**src/rtl/stopwatch_input_conditioner_pkg.sv**
```systemverilog
// stopwatch_input_conditioner_pkg: shared defaults and channel indices for the input conditioner
package stopwatch_input_conditioner_pkg;
  localparam int CLK_FREQ_HZ     = 100_000_000;
  localparam int DB_CYCLES_DEF   = 1_000_000;
  localparam int SYNC_STAGES_DEF = 2;
  localparam int N_CH            = 4;
  localparam int CH_PAUSE        = 0;
  localparam int CH_RST          = 1;
  localparam int CH_SELECT       = 2;
  localparam int CH_ADJUST       = 3;
endpackage

```
**src/rtl/stopwatch_input_conditioner_if.sv**
```systemverilog
// stopwatch_input_conditioner_if: raw board inputs in, conditioned stopwatch controls out
interface stopwatch_input_conditioner_if;
  logic btn_pause;
  logic btn_rst;
  logic sw_select;
  logic sw_adjust;
  logic pause;
  logic rst_level;
  logic rst_pulse;
  logic select;
  logic adjust;
  modport master (
    output btn_pause, btn_rst, sw_select, sw_adjust,
    input  pause, rst_level, rst_pulse, select, adjust
  );
  modport slave (
    input  btn_pause, btn_rst, sw_select, sw_adjust,
    output pause, rst_level, rst_pulse, select, adjust
  );
endinterface

```
**src/rtl/debounce_channel.sv**
```systemverilog
// debounce_channel: synchroniser chain plus stable-count debouncer with rising-edge detect
module debounce_channel
  import stopwatch_input_conditioner_pkg::*;
#(
  parameter int DB_CYCLES   = DB_CYCLES_DEF,
  parameter int SYNC_STAGES = SYNC_STAGES_DEF
) (
  input  logic clk,
  input  logic rst,
  input  logic din,
  output logic level,
  output logic rise
);
  localparam int CW = $clog2(DB_CYCLES);
  logic [SYNC_STAGES-1:0] sync_q;
  logic [CW-1:0]          cnt_q, cnt_d;
  logic                   stable_q, stable_d, prev_q;
  logic                   sync_bit, differ, done;
  assign sync_bit = sync_q[SYNC_STAGES-1];
  assign differ   = sync_bit != stable_q;
  assign done     = cnt_q == CW'(DB_CYCLES - 1);
  always_comb begin
    cnt_d    = (!differ || done) ? '0 : cnt_q + CW'(1);
    stable_d = (differ && done) ? sync_bit : stable_q;
  end
  always_ff @(posedge clk) begin
    if (!rst) begin
      sync_q   <= '0;
      cnt_q    <= '0;
      stable_q <= 1'b0;
      prev_q   <= 1'b0;
    end else begin
      sync_q   <= {sync_q[SYNC_STAGES-2:0], din};
      cnt_q    <= cnt_d;
      stable_q <= stable_d;
      prev_q   <= stable_q;
    end
  end
  assign level = stable_q;
  assign rise  = stable_q & ~prev_q;
endmodule

```
**src/rtl/stopwatch_input_conditioner.sv**
```systemverilog
// stopwatch_input_conditioner: debounces board inputs and derives pause toggle and reset pulse
module stopwatch_input_conditioner
  import stopwatch_input_conditioner_pkg::*;
#(
  parameter int DB_CYCLES   = DB_CYCLES_DEF,
  parameter int SYNC_STAGES = SYNC_STAGES_DEF
) (
  input  logic                          clk,
  input  logic                          rst,
  stopwatch_input_conditioner_if.slave  bus
);
  logic [N_CH-1:0] din, level, rise;
  logic pause_q, pause_d, rst_level_q, rst_pulse_q, select_q, adjust_q;
  logic unused_ch;
  assign din = {bus.sw_adjust, bus.sw_select, bus.btn_rst, bus.btn_pause};
  for (genvar c = 0; c < N_CH; c++) begin : g_ch
    debounce_channel #(.DB_CYCLES(DB_CYCLES), .SYNC_STAGES(SYNC_STAGES)) u_ch (
      .clk  (clk),
      .rst  (rst),
      .din  (din[c]),
      .level(level[c]),
      .rise (rise[c])
    );
  end
  assign unused_ch = level[CH_PAUSE] ^ rise[CH_SELECT] ^ rise[CH_ADJUST];
  // A held reset button dominates, so a coincident pause press cannot toggle
  always_comb begin
    pause_d = level[CH_RST] ? 1'b0 : rise[CH_PAUSE] ? ~pause_q : pause_q;
  end
  always_ff @(posedge clk) begin
    if (!rst) begin
      pause_q     <= 1'b0;
      rst_level_q <= 1'b0;
      rst_pulse_q <= 1'b0;
      select_q    <= 1'b0;
      adjust_q    <= 1'b0;
    end else begin
      pause_q     <= pause_d;
      rst_level_q <= level[CH_RST];
      rst_pulse_q <= rise[CH_RST];
      select_q    <= level[CH_SELECT];
      adjust_q    <= level[CH_ADJUST];
    end
  end
  assign bus.pause     = pause_q;
  assign bus.rst_level = rst_level_q;
  assign bus.rst_pulse = rst_pulse_q;
  assign bus.select    = select_q;
  assign bus.adjust    = adjust_q;
endmodule
```
**src/flat_wrapper.sv**
```systemverilog
// flat-port wrapper written by rule: the top's interface ports become plain ports
module stopwatch_input_conditioner_flat import stopwatch_input_conditioner_pkg::*;
#(
  parameter int DB_CYCLES   = DB_CYCLES_DEF,
  parameter int SYNC_STAGES = SYNC_STAGES_DEF
)
  (clk, rst, bus_btn_pause, bus_btn_rst, bus_sw_select, bus_sw_adjust, bus_pause, bus_rst_level, bus_rst_pulse, bus_select, bus_adjust);
  stopwatch_input_conditioner_if bus_i ();
  input  logic clk;
  input  logic rst;
  input wire logic [$bits(bus_i.btn_pause)-1:0] bus_btn_pause;
  input wire logic [$bits(bus_i.btn_rst)-1:0] bus_btn_rst;
  input wire logic [$bits(bus_i.sw_select)-1:0] bus_sw_select;
  input wire logic [$bits(bus_i.sw_adjust)-1:0] bus_sw_adjust;
  output wire logic [$bits(bus_i.pause)-1:0] bus_pause;
  output wire logic [$bits(bus_i.rst_level)-1:0] bus_rst_level;
  output wire logic [$bits(bus_i.rst_pulse)-1:0] bus_rst_pulse;
  output wire logic [$bits(bus_i.select)-1:0] bus_select;
  output wire logic [$bits(bus_i.adjust)-1:0] bus_adjust;
  assign bus_i.btn_pause = bus_btn_pause;
  assign bus_i.btn_rst = bus_btn_rst;
  assign bus_i.sw_select = bus_sw_select;
  assign bus_i.sw_adjust = bus_sw_adjust;
  assign bus_pause = bus_i.pause;
  assign bus_rst_level = bus_i.rst_level;
  assign bus_rst_pulse = bus_i.rst_pulse;
  assign bus_select = bus_i.select;
  assign bus_adjust = bus_i.adjust;
  stopwatch_input_conditioner #(.DB_CYCLES(DB_CYCLES), .SYNC_STAGES(SYNC_STAGES)) u_core (.clk(clk), .rst(rst), .bus(bus_i));
endmodule
```
**config.mk**
```make
export PLATFORM = sky130hd
export DESIGN_NAME = stopwatch_input_conditioner_flat
export DESIGN_NICKNAME = d
export VERILOG_FILES = /design/src/rtl/stopwatch_input_conditioner_pkg.sv /design/src/rtl/stopwatch_input_conditioner_if.sv /design/src/rtl/debounce_channel.sv /design/src/rtl/stopwatch_input_conditioner.sv /design/src/flat_wrapper.sv
export SDC_FILE = /design/constraint.sdc
export NUM_CORES = 1
export LEC_CHECK = 0
export CORE_MARGIN = 5
export CORE_UTILIZATION = 37
export CTS_CLUSTER_DIAMETER = 100
export DETAILED_ROUTE_END_ITERATION = 12
export PLACE_DENSITY = 0.51
export SLEW_MARGIN = 20
export SYNTH_ARGS = -nofsm -noshare
export SYNTH_HDL_FRONTEND = slang
export SYNTH_SLANG_ARGS = --single-unit
```
**constraint.sdc**
```tcl
create_clock -name clk -period 1.7 [get_ports clk]
set_input_delay 0.425 -clock clk [delete_from_list [all_inputs] [get_ports clk]]
set_output_delay 0.425 -clock clk [all_outputs]
set_load 0.01 [all_outputs]
```
# Word level (Yosys, flattened, before mapping)
# Cells that the tools add are included.
totals:
  register_bits: 98
  output_inout_bits: 5
  elab_cells: 53
op_classes:
  add_sub_neg: 4
  n_eq_ne: 8
  n_bitwise: 6
  reduce_logical: 17
op_table:
  columns: ["op", "count"]
  rows:
  - ["20-bit by 1-bit adder with 20-bit output (second input constant)", 4]
  - ["20-bit == test (second input constant)", 4]
  - ["2-bit OR reduction", 5]
  - ["1-bit logical AND", 4]
  - ["1-bit zero test", 4]
  - ["1-bit logical OR", 4]
  - ["1-bit != test", 4]
  - ["1-bit NOT", 4]
  - ["1-bit bitwise AND", 2]

# Logic depth before layout (Yosys ltp)
# Gate-level depths: netlist of run 1.
logic_depth:
  word_depth: 4
  depth_mapped: 7
  mapped_depth_nobuf: 5

# By module
# From an unflattened synthesis of run 1, not the netlist that was laid out.
unflattened:
  cells_unflattened: 471
  area_unflattened_um2: 4260.3
by_module_without_submodules:
  columns: ["module", "n_inst", "cells_per_inst", "area_per_inst_um2"]
  rows:
  - ["debounce_channel", 4, 115, 1028.5]
  - ["stopwatch_input_conditioner", 1, 11, 146.4]

# Worst setup path after synthesis of run 1
# Ideal clock, no wire load.
synth_timing:
  kind: "reg-to-reg"
  start: "register u_core.g_ch[0].u_ch.cnt_q[0]"
  end: "register u_core.g_ch[0].u_ch.cnt_q[18]"
  setup_ns: 0.069
  arrival_ns: 1.756
  required_ns: 1.631
  path_slack_ns: -0.125
  stages_incl_launch_ff: 7
  path_cell_list: "dfxtp_1 ha_1 nand3_2 or3_1 buf_2 or4_4 a21oi_2"
synth_between:
  elab_chain_len: 3
  elab_cells_between_ends: 4
synth_rtl:
  columns: ["item", "line_no", "rtl"]
  rows:
  - ["from (decl)", "debounce_channel.sv:16", "logic [CW-1:0] cnt_q, cnt_d;"]
  - ["from (signal assigned)", "debounce_channel.sv:34", "cnt_q <= cnt_d;"]
  - ["branches (longest 3 deep; another with 20-bit by 1-bit adder with 20-bit output)", null, null]
# Parallel ways; which one is timed is not known.
# A chain may end at the register's enable or synchronous reset.

# Worst setup path in the final report of run 1
# Ends and elaborated chain as after synthesis.

==> reports/summary.log, run 1 <==
INFO  logic_synthesis ys_types=36
INFO  worst_hold_path hp-start=u_core.bus.rst_level$_SDFF_PN0_
INFO  sta            finalClockSkew=0.00832ns
INFO  clock_network  tritoncts.num_buffers=9
INFO  pwr            ir_worst_vdd=0.000578V
INFO  routing        wirelength_met1=4230um
INFO  routing        routedWlPerCell=12.3um
INFO  sta            fin_crit_sh=0.970
INFO  pwr            post-layout-total-power=0.00444W
INFO  final_layout   final_cell_area_excluding_filler_cells=5340squm
INFO  routing        drt_pass1_iterations=4
INFO  final_layout   finish.net_count=545
INFO  logic_synthesis synth_area=4240squm
INFO  clock_network  ctsHtreeMaxLevel=3
INFO  global_routing grt_remaining_overflow=0
INFO  worst_setup_path required=1.98ns
INFO  logic_synthesis syn_nets=480
INFO  worst_setup_path worstPathCellList=ha_4 -> nand3_4 -> or3_4 -> or4_4 -> a21oi_2
INFO  floorplan      num_rows=39
INFO  routing        detailroute.via_count=3422
INFO  flow_run       cap_viol_max_count=0
INFO  logic_synthesis synth_register_bits=98
INFO  pwr            power.density=831nW/um^2
INFO  global_routing first_global_vias=3185
INFO  sta            maxSlewHeadroom=0.772
INFO  routing        met3WireLength=169um
INFO  worst_setup_path worst-path-max-fanout=4
INFO  worst_setup_path worstPathBufferInverterCount=0
INFO  place          placed_area=4860squm
INFO  clock_network  cts_root_buffer=clkbuf_16
INFO  logic_synthesis avgSynthCellArea=9.01squm
INFO  worst_setup_path critPathSlowestCell=or4_4
INFO  routing        met2_wirelength=3820um
INFO  clock_network  numClockSinks=98
INFO  worst_setup_path reg2reg_from=u_core.g_ch[0].u_ch.cnt_q[0]$_SDFF_PP0_
INFO  routing        drt_drc_violations_left=0
INFO  routing        drt_iter0_markers=128
INFO  logic_synthesis seq_area_frac_synth=0.463
INFO  sta            grt_setup_unrepaired=yes
INFO  final_layout   n_antenna_cell=0
INFO  floorplan      design.portCount=11
INFO  clock_network  cts_max_path_buffers=2
INFO  logic_synthesis netlist.top_cell.by_area=dfxtp_1
INFO  outcome        outcome=finished clean
INFO  worst_setup_path start_kind=flip-flop
INFO  global_routing global_route_usage_over_all_layers=0.131
INFO  sta            period_needed=1.65ns
INFO  routing        highest_layer=met4
INFO  final_layout   synthToLayoutAreaGrowth=26.1%
INFO  logic_synthesis yosys.area.top_type_share=0.463
INFO  worst_setup_path crit_arrival=1.93ns
INFO  final_layout   postLayoutCoreUtil=0.472
INFO  sta            hold_violations=0
INFO  place          gpl.final_weighted_congestion=0.800
INFO  global_routing grt_antenna_before_repair=0
INFO  logic_synthesis post_synthesis_instance_total=470
INFO  logic_synthesis yosysWarnings=0
INFO  worst_setup_path startpoint=u_core.g_ch[0].u_ch.cnt_q[0]$_SDFF_PP0_
INFO  routing        antenna_violating_nets_remaining=0
INFO  worst_setup_path cpPeakStageDelay=0.48ns
INFO  floorplan      die_y=117um
INFO  clock_network  worst_skew_pair.late_latency=0.34ns
INFO  routing        postRouteWirelength=8390um
INFO  floorplan      fp.coreArea=11300squm
INFO  clock_network  tritoncts=yes
INFO  pwr            leakagePower=1.82nW
INFO  worst_setup_path end_kind=flip-flop
INFO  sta            clock.fmax=0.607GHz
INFO  final_layout   fillers=1096
INFO  worst_setup_path timing.setup.critical_path_class=flip-flop to flip-flop
INFO  routing        detail_route.vias_per_cell=5.01
INFO  floorplan      die-area=13700squm
INFO  place          hpwlAfterDp=5850um
INFO  worst_setup_path timing.critical_path.max_delay_family=simple AND/OR/NAND/NOR gates
INFO  sta            final-max-slew-violation-count=0
INFO  global_routing grt_start_max_net_pins=25
INFO  sta            setup_viol=0
INFO  global_routing wire_length_of_the_first_global_routing_pass=14400um
INFO  clock_network  clk_pin_slew=0.07ns
INFO  logic_synthesis synth_area_leaders=dfxtp_1 (46%), xor2_1 (6.0%), xnor2_1 (5.0%), nor2_1 (4.7%), nand3_1 (3.5%)
INFO  floorplan      fp.dieW=117um
INFO  final_layout   final_layout_size_suffix_gt1_frac=0.185
INFO  sta            worst_slew_pin_tran=0.338ns
INFO  floorplan      starting_density_of_the_core=0.374
INFO  worst_hold_path timing.hold.worst.class=flip-flop to flip-flop
INFO  place          numPortBuffers=10
## flip-flops by register name, summed over array words and instances, names as in the netlist
register	count
u_core.bus.adjust	1
u_core.bus.pause	1
u_core.bus.rst_level	1
u_core.bus.rst_pulse	1
u_core.bus.select	1
u_core.g_ch.u_ch.cnt_q	80
u_core.g_ch.u_ch.level	4
u_core.g_ch.u_ch.prev_q	1
u_core.g_ch.u_ch.sync_q	8
## through the flow
| step | std cells | setup TNS, ns | hold WS [ns] | setup slack (ns) |
|---|---|---|---|---|
| 2_1_floorplan | 470 | 0 | 0.412 | 0.00667 |
| 3_3_place_gp | 657 | 0 | 0.402 | 0.0664 |
| 3_5_place_dp | 657 | 0 | 0.411 | 0.0252 |
| 4_1_cts | 673 | 0 | 0.422 | 0.0102 |
| 5_1_grt | 683 | -0.0734 | 0.433 | -0.0127 |
| 6_report | 683 | 0 | 0.414 | 0.0518 |
## worst register-to-register path: stages, from the launching register on
cell and delay, ns:
dfxtp_2 0.35, ha_4 0.15, nand3_4 0.08, or3_4 0.41
or4_4 0.48, a21oi_2 0.11
## cell usage after synthesis, drive strengths merged
cell type	instances
dfxtp	98
nor2	53
nand3	31
xor2	29
a21oi	25
xnor2	24
nand2	21
and2	18
inv	18
nand4	18
or4	15
o31ai	13
or3	13
nor3	12
o21ai	11
and3	10
and4	7
buf	7
nor4	7
nor4b	6
o21a	6
clkbuf	5
ha	4
nand4b	4
o211ai	4
or2	4
nor3b	3
nor2b	2
and4b	1
nor4bb	1
## area by class of cell
class                           count  area (sq um)  share of cell area
Tap cell                          143           179              0.0335
Timing Repair Buffer               66           603               0.113
Clock inverter                      4          50.0             0.00937
Multi-Input combinational cell    342          2200               0.413
Clock buffer                       12           256              0.0480
Sequential cell                    98          1980               0.371
Inverter                           18          67.6              0.0127
## repair_timing
action,CTS,global route
gates cloned,0,2
hold buffers,0,0
buffers inserted,0,8
gates resized for setup,1,20
endpoints found under the setup margin,1,44
hold endpoints to repair,0,0
pin swaps,0,15
## cells by family (layout without fill, tap and decap cells)
family,after synthesis,count (layout),share of synthesized area
flip-flops,98,98,0.463
XOR/XNOR,53,53,0.110
AO/OA/AOI/OAI,59,59,0.0889
AND/OR/NAND/NOR,226,226,0.297
buffers and inverters,30,100,0.0292
adder cells (fa/ha/maj),4,4,0.0118
## routing by layer
metal	vias to the layer above	GRT usage
li1	1809	-
met4	0	0.0619
met1	1577	0.172
met5	-	0
met2	25	0.207
met3	11	0.0267
## layout by cell type, fill, tap and decap left out, drive strengths merged, types with 6 or more instances in the layout
master,instances
dfxtp,98
buf,54
nor2,53
nand3,31
xor2,29
a21oi,25
xnor2,24
nand2,21
and2,18
nand4,18
inv,18
or4,15
clkbuf,14
o31ai,13
or3,13
nor3,12
o21ai,11
and3,10
clkdlybuf4s50,9
and4,7
nor4,7
nor4b,6
o21a,6
## final timing paths
path                                         endpoint  slack [ns]  cells after the start
max          u_core.g_ch[0].u_ch.cnt_q[18]$_SDFF_PP0_        0.05                      5
min                   u_core.bus.rst_pulse$_SDFF_PN0_        0.41                      1
max reg2reg  u_core.g_ch[0].u_ch.cnt_q[18]$_SDFF_PP0_        0.05                      5
min reg2reg           u_core.bus.rst_pulse$_SDFF_PN0_        0.41                      1
## power by group
group / switching (W) / leakage [nW] / total [W] / internal [W]
clock: 0.000832 / 0.145 / 0.00205 / 0.00122
sequential: 0.00000536 / 0.797 / 0.00231 / 0.00231
combinational: 0.0000364 / 0.879 / 0.0000762 / 0.0000398
total: 0.000874 / 1.82 / 0.00444 / 0.00356
No activity file was read; power rests on OpenSTA's default activity.
==> inputs of run 2 (changes only) <==
--- a/config.mk
+++ b/config.mk
@@ -8,6 +8,7 @@
 export CORE_MARGIN = 5
 export CORE_UTILIZATION = 37
 export CTS_CLUSTER_DIAMETER = 100
+export CTS_CLUSTER_SIZE = 12
 export DETAILED_ROUTE_END_ITERATION = 12
 export PLACE_DENSITY = 0.51
 export SLEW_MARGIN = 20
==> constraint.sdc (replaced) <==
create_clock -name clk -period 1.7 [get_ports clk]
set_input_delay 0.425 -clock clk [delete_from_list [all_inputs] [get_ports clk]]
set_output_delay 0.425 -clock clk [all_outputs]
set_load 0.005 [all_outputs]
==> run 2 against run 1 <==
Compared with the run above: highest routed layer unchanged; final area about the same; sequential power about the same; worst setup slack unchanged; largest power group unchanged; combinational power about the same; maximum frequency unchanged; critical path depth unchanged; utilization about the same; sequential share of layout area about the same; clock skew unchanged; worst hold slack unchanged; flip-flop and latch count unchanged.
==> reports/summary.log, run 2 (synthesis gave the netlist of run 1 again) <==
INFO  floorplan      die-area=13700squm [unchanged]
INFO  routing        drt_drc_violations_left=0 [unchanged]
INFO  final_layout   largest_register_ff_count=80 [unchanged]
INFO  place          placed_area=4860squm [unchanged]
INFO  sta            maxSlewHeadroom=0.772 [unchanged]
INFO  sta            finalClockSkew=0.00832ns [unchanged]
INFO  pwr            ir_worst_vdd=0.000578V [unchanged]
INFO  floorplan      num_rows=39 [unchanged]
INFO  clock_network  clk_pin_slew=0.07ns [about the same]
INFO  floorplan      starting_density_of_the_core=0.374 [unchanged]
INFO  final_layout   final_cell_mix=dfxtp_1 (87), nor2_1 (53), buf_4 (49), nand3_1 (30), xor2_1 (29)
INFO  worst_setup_path crit_arrival=1.93ns [about the same]
INFO  sta            period_needed=1.65ns [unchanged]
INFO  pwr            power.density=831nW/um^2 [about the same]
INFO  sta            final-max-slew-violation-count=0 [unchanged]
INFO  worst_setup_path start_kind=flip-flop
INFO  global_routing grt_antenna_before_repair=0 [unchanged]
INFO  worst_hold_path hp-start=u_core.bus.rst_level$_SDFF_PN0_
INFO  worst_setup_path worst-path-max-fanout=4 [unchanged]
INFO  clock_network  cts_root_buffer=clkbuf_16
INFO  final_layout   n_antenna_cell=0 [unchanged]
INFO  routing        drt_iter0_markers=128 [unchanged]
INFO  worst_setup_path timing.setup.critical_path_class=flip-flop to flip-flop
INFO  worst_setup_path worstPathCellList=ha_4 -> nand3_4 -> or3_4 -> or4_4 -> a21oi_2
INFO  clock_network  cts_hold_buffers=0 [unchanged]
INFO  clock_network  numClockSinks=98 [unchanged]
INFO  worst_setup_path required=1.98ns [about the same]
INFO  pwr            leakagePower=1.80nW [-1.0%]
INFO  final_layout   final_layout_size_suffix_gt1_frac=0.185 [unchanged]
INFO  clock_network  ctsHtreeMaxLevel=3 [unchanged]
INFO  routing        routedWlPerCell=12.3um [about the same]
INFO  clock_network  tritoncts.num_buffers=9 [unchanged]
INFO  floorplan      fp.dieW=117um [unchanged]
INFO  sta            fin_crit_sh=0.970 [unchanged]
INFO  worst_setup_path critPathSlowestCell=or4_4
INFO  final_layout   finish.net_count=545 [unchanged]
INFO  routing        detail_route.vias_per_cell=5.01 [unchanged]
INFO  floorplan      die_y=117um [unchanged]
INFO  final_layout   layout_commonest_cell=dfxtp_1
INFO  outcome        outcome=finished clean
INFO  place          gpl.final_weighted_congestion=0.800 [unchanged]
INFO  global_routing first_global_vias=3185 [unchanged]
INFO  place          numPortBuffers=10 [unchanged]
INFO  worst_setup_path cpPeakStageDelay=0.48ns [about the same]
INFO  clock_network  worst_skew_pair.late_latency=0.34ns [about the same]
INFO  sta            worst_slew_pin_tran=0.338ns [unchanged]
INFO  global_routing grt_start_max_net_pins=25 [unchanged]
INFO  routing        drt_pass1_iterations=4 [unchanged]
INFO  routing        antenna_violating_nets_remaining=0 [unchanged]
INFO  flow_run       cap_viol_max_count=0 [unchanged]
INFO  final_layout   final_cell_area_excluding_filler_cells=5340squm [about the same]
INFO  floorplan      fp.coreArea=11300squm [unchanged]
INFO  worst_setup_path end_kind=flip-flop
INFO  floorplan      design.portCount=11 [unchanged]
INFO  worst_setup_path startpoint=u_core.g_ch[0].u_ch.cnt_q[0]$_SDFF_PP0_
INFO  final_layout   top_register=u_core.g_ch.u_ch.cnt_q
INFO  clock_network  tritoncts=yes
INFO  sta            hold_violations=0 [unchanged]
INFO  sta            setup_viol=0 [unchanged]
INFO  clock_network  cts_max_path_buffers=2 [unchanged]
INFO  worst_setup_path timing.critical_path.max_delay_family=simple AND/OR/NAND/NOR gates
INFO  sta            holdWs=0.414ns [unchanged]
INFO  worst_setup_path worstPathBufferInverterCount=0 [unchanged]
INFO  sta            clock.fmax=0.607GHz [unchanged]
INFO  routing        postRouteWirelength=8380um [about the same]
INFO  worst_setup_path reg2reg_from=u_core.g_ch[0].u_ch.cnt_q[0]$_SDFF_PP0_
INFO  final_layout   synthToLayoutAreaGrowth=26.0% [about the same]
INFO  global_routing global_route_usage_over_all_layers=0.131 [unchanged]
INFO  sta            grt_setup_unrepaired=yes
INFO  final_layout   postLayoutCoreUtil=0.471 [about the same]
INFO  place          hpwlAfterDp=5850um [unchanged]
INFO  global_routing wire_length_of_the_first_global_routing_pass=14400um [unchanged]
INFO  worst_hold_path timing.hold.worst.class=flip-flop to flip-flop
INFO  routing        detailroute.via_count=3422 [unchanged]
INFO  global_routing grt_remaining_overflow=0 [unchanged]
## run 2: changes by cell type in the layout (fill, tap and decap cells not counted), sizes merged
cell / delta
clkdlybuf4s50: +1
dlymetal6s2s: -1
## run 2: cell type report
cell class              count  area, sq um
clock inverters             4         50.0
flip-flops and latches     98         1980
repair buffers             66          601
clock buffers              12          256
inverters                  18         67.6
fillers                  1097         5980
well taps                 143          179
multi-input cells         342         2200
## run 2: through the flow
stage,total power (W),TNS [ns],instances,setup WS [ns]
after floorplan,0.00240,0,470,0.00667
after global placement,0.00244,0,657,0.0664
after detailed placement,0.00244,0,657,0.0252
after CTS,0.00452,0,673,0.0246
after global routing,0.00463,-0.0734,683,-0.0127
final,0.00444,0,683,0.0518
## run 2: worst reg2reg max path: cells and delay by family, from the launching register on
kind            cells  cell delay [ns]
compound gates      1             0.11
fa+ha+maj           1             0.15
flops               1             0.35
simple gates        3             0.97
## run 2: final timing paths
kind                                                                  to  slack [ns]  cells after the start
worst max-delay path            u_core.g_ch[0].u_ch.cnt_q[18]$_SDFF_PP0_        0.05                      5
worst min-delay path                     u_core.bus.rst_pulse$_SDFF_PN0_        0.41                      1
worst max register to register  u_core.g_ch[0].u_ch.cnt_q[18]$_SDFF_PP0_        0.05                      5
worst min register to register           u_core.bus.rst_pulse$_SDFF_PN0_        0.41                      1
## run 2: routing by layer
metal,global-route usage,wire (um)
met1,0.172,4230
met5,0,0
met4,0.0619,164
met2,0.207,3820
met3,0.0267,169
## run 2: power breakdown
group | switching (W) | internal (W) | total [W]
registers | 0.00000536 | 0.00231 | 0.00231
logic | 0.0000364 | 0.0000398 | 0.0000762
clock network | 0.000832 | 0.00122 | 0.00205
total | 0.000874 | 0.00356 | 0.00444
## run 2: repair_timing
action / CTS / global route
endpoints found under the setup margin: 1 / 43
buffers inserted: 0 / 8
pin swaps: 0 / 15
gates resized for setup: 1 / 19
cloned: 0 / 2
==> inputs of run 3 (changes only) <==
--- a/config.mk
+++ b/config.mk
@@ -10,7 +10,7 @@
 export CTS_CLUSTER_DIAMETER = 100
 export CTS_CLUSTER_SIZE = 12
 export DETAILED_ROUTE_END_ITERATION = 12
-export PLACE_DENSITY = 0.51
+export PLACE_DENSITY = 0.49
 export SLEW_MARGIN = 20
 export SYNTH_ARGS = -nofsm -noshare
 export SYNTH_HDL_FRONTEND = slang
==> constraint.sdc (replaced) <==
create_clock -name clk -period 1.78 [get_ports clk]
set_input_delay 0.445 -clock clk [delete_from_list [all_inputs] [get_ports clk]]
set_output_delay 0.445 -clock clk [all_outputs]
set_load 0.005 [all_outputs]
==> run 3 against run 2 <==
Compared with the run above: cell count decreased by 2.6%; utilization decreased by 2.2 points; clock power decreased by 14%; register-to-register slack about the same; sequential power decreased by 4%; critical path type unchanged; clock-buffer cell count increased by 1; worst hold slack got worse by 0.0062 ns.
==> reports/summary.log, run 3 (synthesis gave the netlist of run 1 again) <==
INFO  worst_setup_path timing.critical_path.max_delay_family=simple AND/OR/NAND/NOR gates
INFO  global_routing grt_antenna_before_repair=0 [unchanged]
INFO  global_routing grt_remaining_overflow=0 [unchanged]
INFO  clock_network  worst_skew_pair.late_latency=0.34ns [about the same]
INFO  clock_network  cts_max_path_buffers=2 [unchanged]
INFO  sta            maxSlewHeadroom=0.767 [-0.00422]
INFO  global_routing wire_length_of_the_first_global_routing_pass=14400um [-0.24%]
INFO  final_layout   finish.net_count=527 [-3.3%]
INFO  place          place_worst_setup_slack=-0.0111ns [-0.0363 ns]
INFO  final_layout   layout_commonest_cell=dfxtp_1
INFO  worst_setup_path crit_arrival=1.99ns [+0.06 ns]
INFO  sta            period_needed=1.72ns [+0.0684 ns]
INFO  worst_setup_path rr_endpoint=u_core.g_ch[0].u_ch.cnt_q[18]$_SDFF_PP0_
INFO  global_routing first_global_vias=3232 [+1.5%]
INFO  clock_network  clk_pin_slew=0.06ns [about the same]
INFO  final_layout   top_register=u_core.g_ch.u_ch.cnt_q
INFO  final_layout   synthToLayoutAreaGrowth=20.1%
INFO  pwr            post-layout-total-power=0.00404W [-8.9%]
INFO  final_layout   final_cell_mix=dfxtp_1 (96), nor2_1 (53), buf_4 (34), nand3_1 (30), xor2_1 (29)
INFO  place          gpl.final_weighted_congestion=0.764 [-4.5%]
INFO  floorplan      starting_density_of_the_core=0.374 [unchanged]
INFO  routing        postRouteWirelength=8160um [-2.7%]
INFO  final_layout   multiInputGateArea=2180squm [-1.2%]
INFO  worst_setup_path worstPathBufferInverterCount=0 [unchanged]
INFO  place          hpwlAfterDp=5690um [-2.8%]
INFO  worst_setup_path reg2reg_depth=5 [unchanged]
INFO  sta            final.setup.worst_slack=0.0634ns [+0.0116 ns]
INFO  place          numPortBuffers=10 [unchanged]
INFO  worst_setup_path timing.setup.critical_path_class=flip-flop to flip-flop
INFO  worst_setup_path reg2reg_from=u_core.g_ch[0].u_ch.cnt_q[0]$_SDFF_PP0_
INFO  floorplan      num_rows=39 [unchanged]
INFO  worst_hold_path hp-start=u_core.bus.rst_level$_SDFF_PN0_
INFO  routing        antenna_violating_nets_remaining=0 [unchanged]
INFO  final_layout   postLayoutCoreUtil=0.449 [-0.0219]
INFO  clock_network  cts_root_buffer=clkbuf_16
INFO  pwr            leakagePower=1.68nW [-6.7%]
INFO  routing        detailroute.via_count=3367 [-1.6%]
INFO  floorplan      fp.coreArea=11300squm [unchanged]
INFO  worst_setup_path worst-path-max-fanout=6 [+2]
INFO  floorplan      die-area=13700squm [unchanged]
INFO  sta            finalClockSkew=0.00563ns [-0.00269 ns]
INFO  routing        routedWlPerCell=12.3um [about the same]
INFO  worst_hold_path whs_endpoint=u_core.bus.rst_pulse$_SDFF_PN0_
INFO  routing        wirelength_met1=4160um [-1.7%]
INFO  global_routing global_route_usage_over_all_layers=0.129 [-0.00139]
INFO  sta            fin_crit_sh=0.964 [-0.00513]
INFO  sta            worst_slew_pin_tran=0.344ns [+0.00624 ns]
INFO  worst_setup_path r2r_slack=0.06ns [about the same]
INFO  sta            hold_violations=0 [unchanged]
INFO  floorplan      fp.dieW=117um [unchanged]
INFO  routing        drt_drc_violations_left=0 [unchanged]
INFO  routing        met3WireLength=192um [+14%]
INFO  worst_setup_path critPathSlowestCell=or4_4
INFO  routing        drt_pass1_iterations=4 [unchanged]
INFO  worst_setup_path required=2.05ns [+0.07 ns]
INFO  worst_setup_path start_kind=flip-flop
INFO  clock_network  ctsHtreeMaxLevel=3 [unchanged]
INFO  floorplan      die_y=117um [unchanged]
INFO  sta            clock.fmax=0.583GHz [-4.0%]
INFO  routing        met2_wirelength=3640um [-4.8%]
INFO  final_layout   n_antenna_cell=0 [unchanged]
INFO  worst_hold_path timing.hold.worst.class=flip-flop to flip-flop
INFO  clock_network  tritoncts=yes
INFO  sta            holdWs=0.408ns [-0.00620 ns]
INFO  routing        drt_iter0_markers=133 [+3.9%]
INFO  outcome        outcome=finished clean
INFO  final_layout   largest_register_ff_count=80 [unchanged]
INFO  global_routing grt_start_max_net_pins=25 [unchanged]
INFO  clock_network  numClockSinks=98 [unchanged]
INFO  worst_hold_path timing.hold.worst_path_depth=1 [unchanged]
INFO  worst_setup_path end_kind=flip-flop
INFO  pwr            power.density=795nW/um^2 [-4.4%]
INFO  worst_setup_path worstPathCellList=ha_4 -> nand3_4 -> or3_4 -> or4_4 -> a21oi_2
INFO  sta            final-max-slew-violation-count=0 [unchanged]
INFO  flow_run       cap_viol_max_count=0 [unchanged]
INFO  routing        highest_layer=met4
INFO  worst_setup_path cpPeakStageDelay=0.49ns [about the same]
INFO  final_layout   final_layout_size_suffix_gt1_frac=0.130 [-0.0549]
INFO  final_layout   fillers=1143 [+4.2%]
INFO  routing        detail_route.vias_per_cell=5.06 [+1.1%]
INFO  pwr            ir_worst_vdd=0.000410V [-29%]
INFO  sta            setup_viol=0 [unchanged]
INFO  clock_network  tritoncts.num_buffers=9 [unchanged]
INFO  final_layout   register_area=1960squm [-0.70%]
INFO  clock_network  cts_hold_buffers=0 [unchanged]
INFO  floorplan      design.portCount=11 [unchanged]
-- run 3: cell type report --
cell class,instances,area share
clock buffer,13,0.0492
sequential,98,0.386
tap,143,0.0352
multi-input combinational,342,0.428
inverter,18,0.0133
timing repair buffer,48,0.0856
clock inverter,3,0.00295
-- run 3: worst max-delay path by stage --
stage | slack (ns) | startpoint | depth (start not counted) | to
final | 0.06 | u_core.g_ch[0].u_ch.cnt_q[0]$_SDFF_PP0_ | 5 | u_core.g_ch[0].u_ch.cnt_q[18]$_SDFF_PP0_
after global routing | -0.005 | u_core.g_ch[0].u_ch.cnt_q[8]$_SDFF_PP0_ | 4 | u_core.g_ch[0].u_ch.cnt_q[19]$_SDFF_PP0_
after CTS | 0.03 | u_core.g_ch[0].u_ch.cnt_q[1]$_SDFF_PP0_ | 5 | u_core.g_ch[0].u_ch.cnt_q[18]$_SDFF_PP0_
after detailed placement | -0.01 | u_core.g_ch[0].u_ch.cnt_q[1]$_SDFF_PP0_ | 5 | u_core.g_ch[0].u_ch.cnt_q[18]$_SDFF_PP0_
after global placement | 0.04 | u_core.g_ch[0].u_ch.cnt_q[1]$_SDFF_PP0_ | 5 | u_core.g_ch[0].u_ch.cnt_q[18]$_SDFF_PP0_
after floorplan | 0.004 | u_core.g_ch[0].u_ch.cnt_q[1]$_SDFF_PP0_ | 7 | u_core.g_ch[0].u_ch.cnt_q[12]$_SDFF_PP0_
-- run 3: metal layers --
metal,up-vias,track usage
li1,1766,-
met1,1568,0.168
met2,23,0.204
met3,10,0.0298
met4,0,0.0619
met5,-,0
-- run 3: power by group --
group          switching, W  leakage, nW  internal [W]
clock              0.000787        0.133      0.000981
combinational     0.0000332        0.756     0.0000337
sequential       0.00000515        0.792       0.00220
-- run 3: timing repair --
| action | in CTS | in global routing |
|---|---|---|
| pin swaps | 0 | 5 |
| cloned | 0 | 0 |
| setup buffers | 0 | 5 |
| endpoints found under the setup margin | 1 | 7 |
| resized for setup | 1 | 4 |
-- run 3: metrics by stage --
step	setup TNS, ns	instance area, sq um	std cells
3_3_place_gp	0	4760	644
3_5_place_dp	-0.0111	4760	644
5_1_grt	-0.00609	5090	665
4_1_cts	0	5030	660
6_report	0	5090	665
2_1_floorplan	0	4250	470
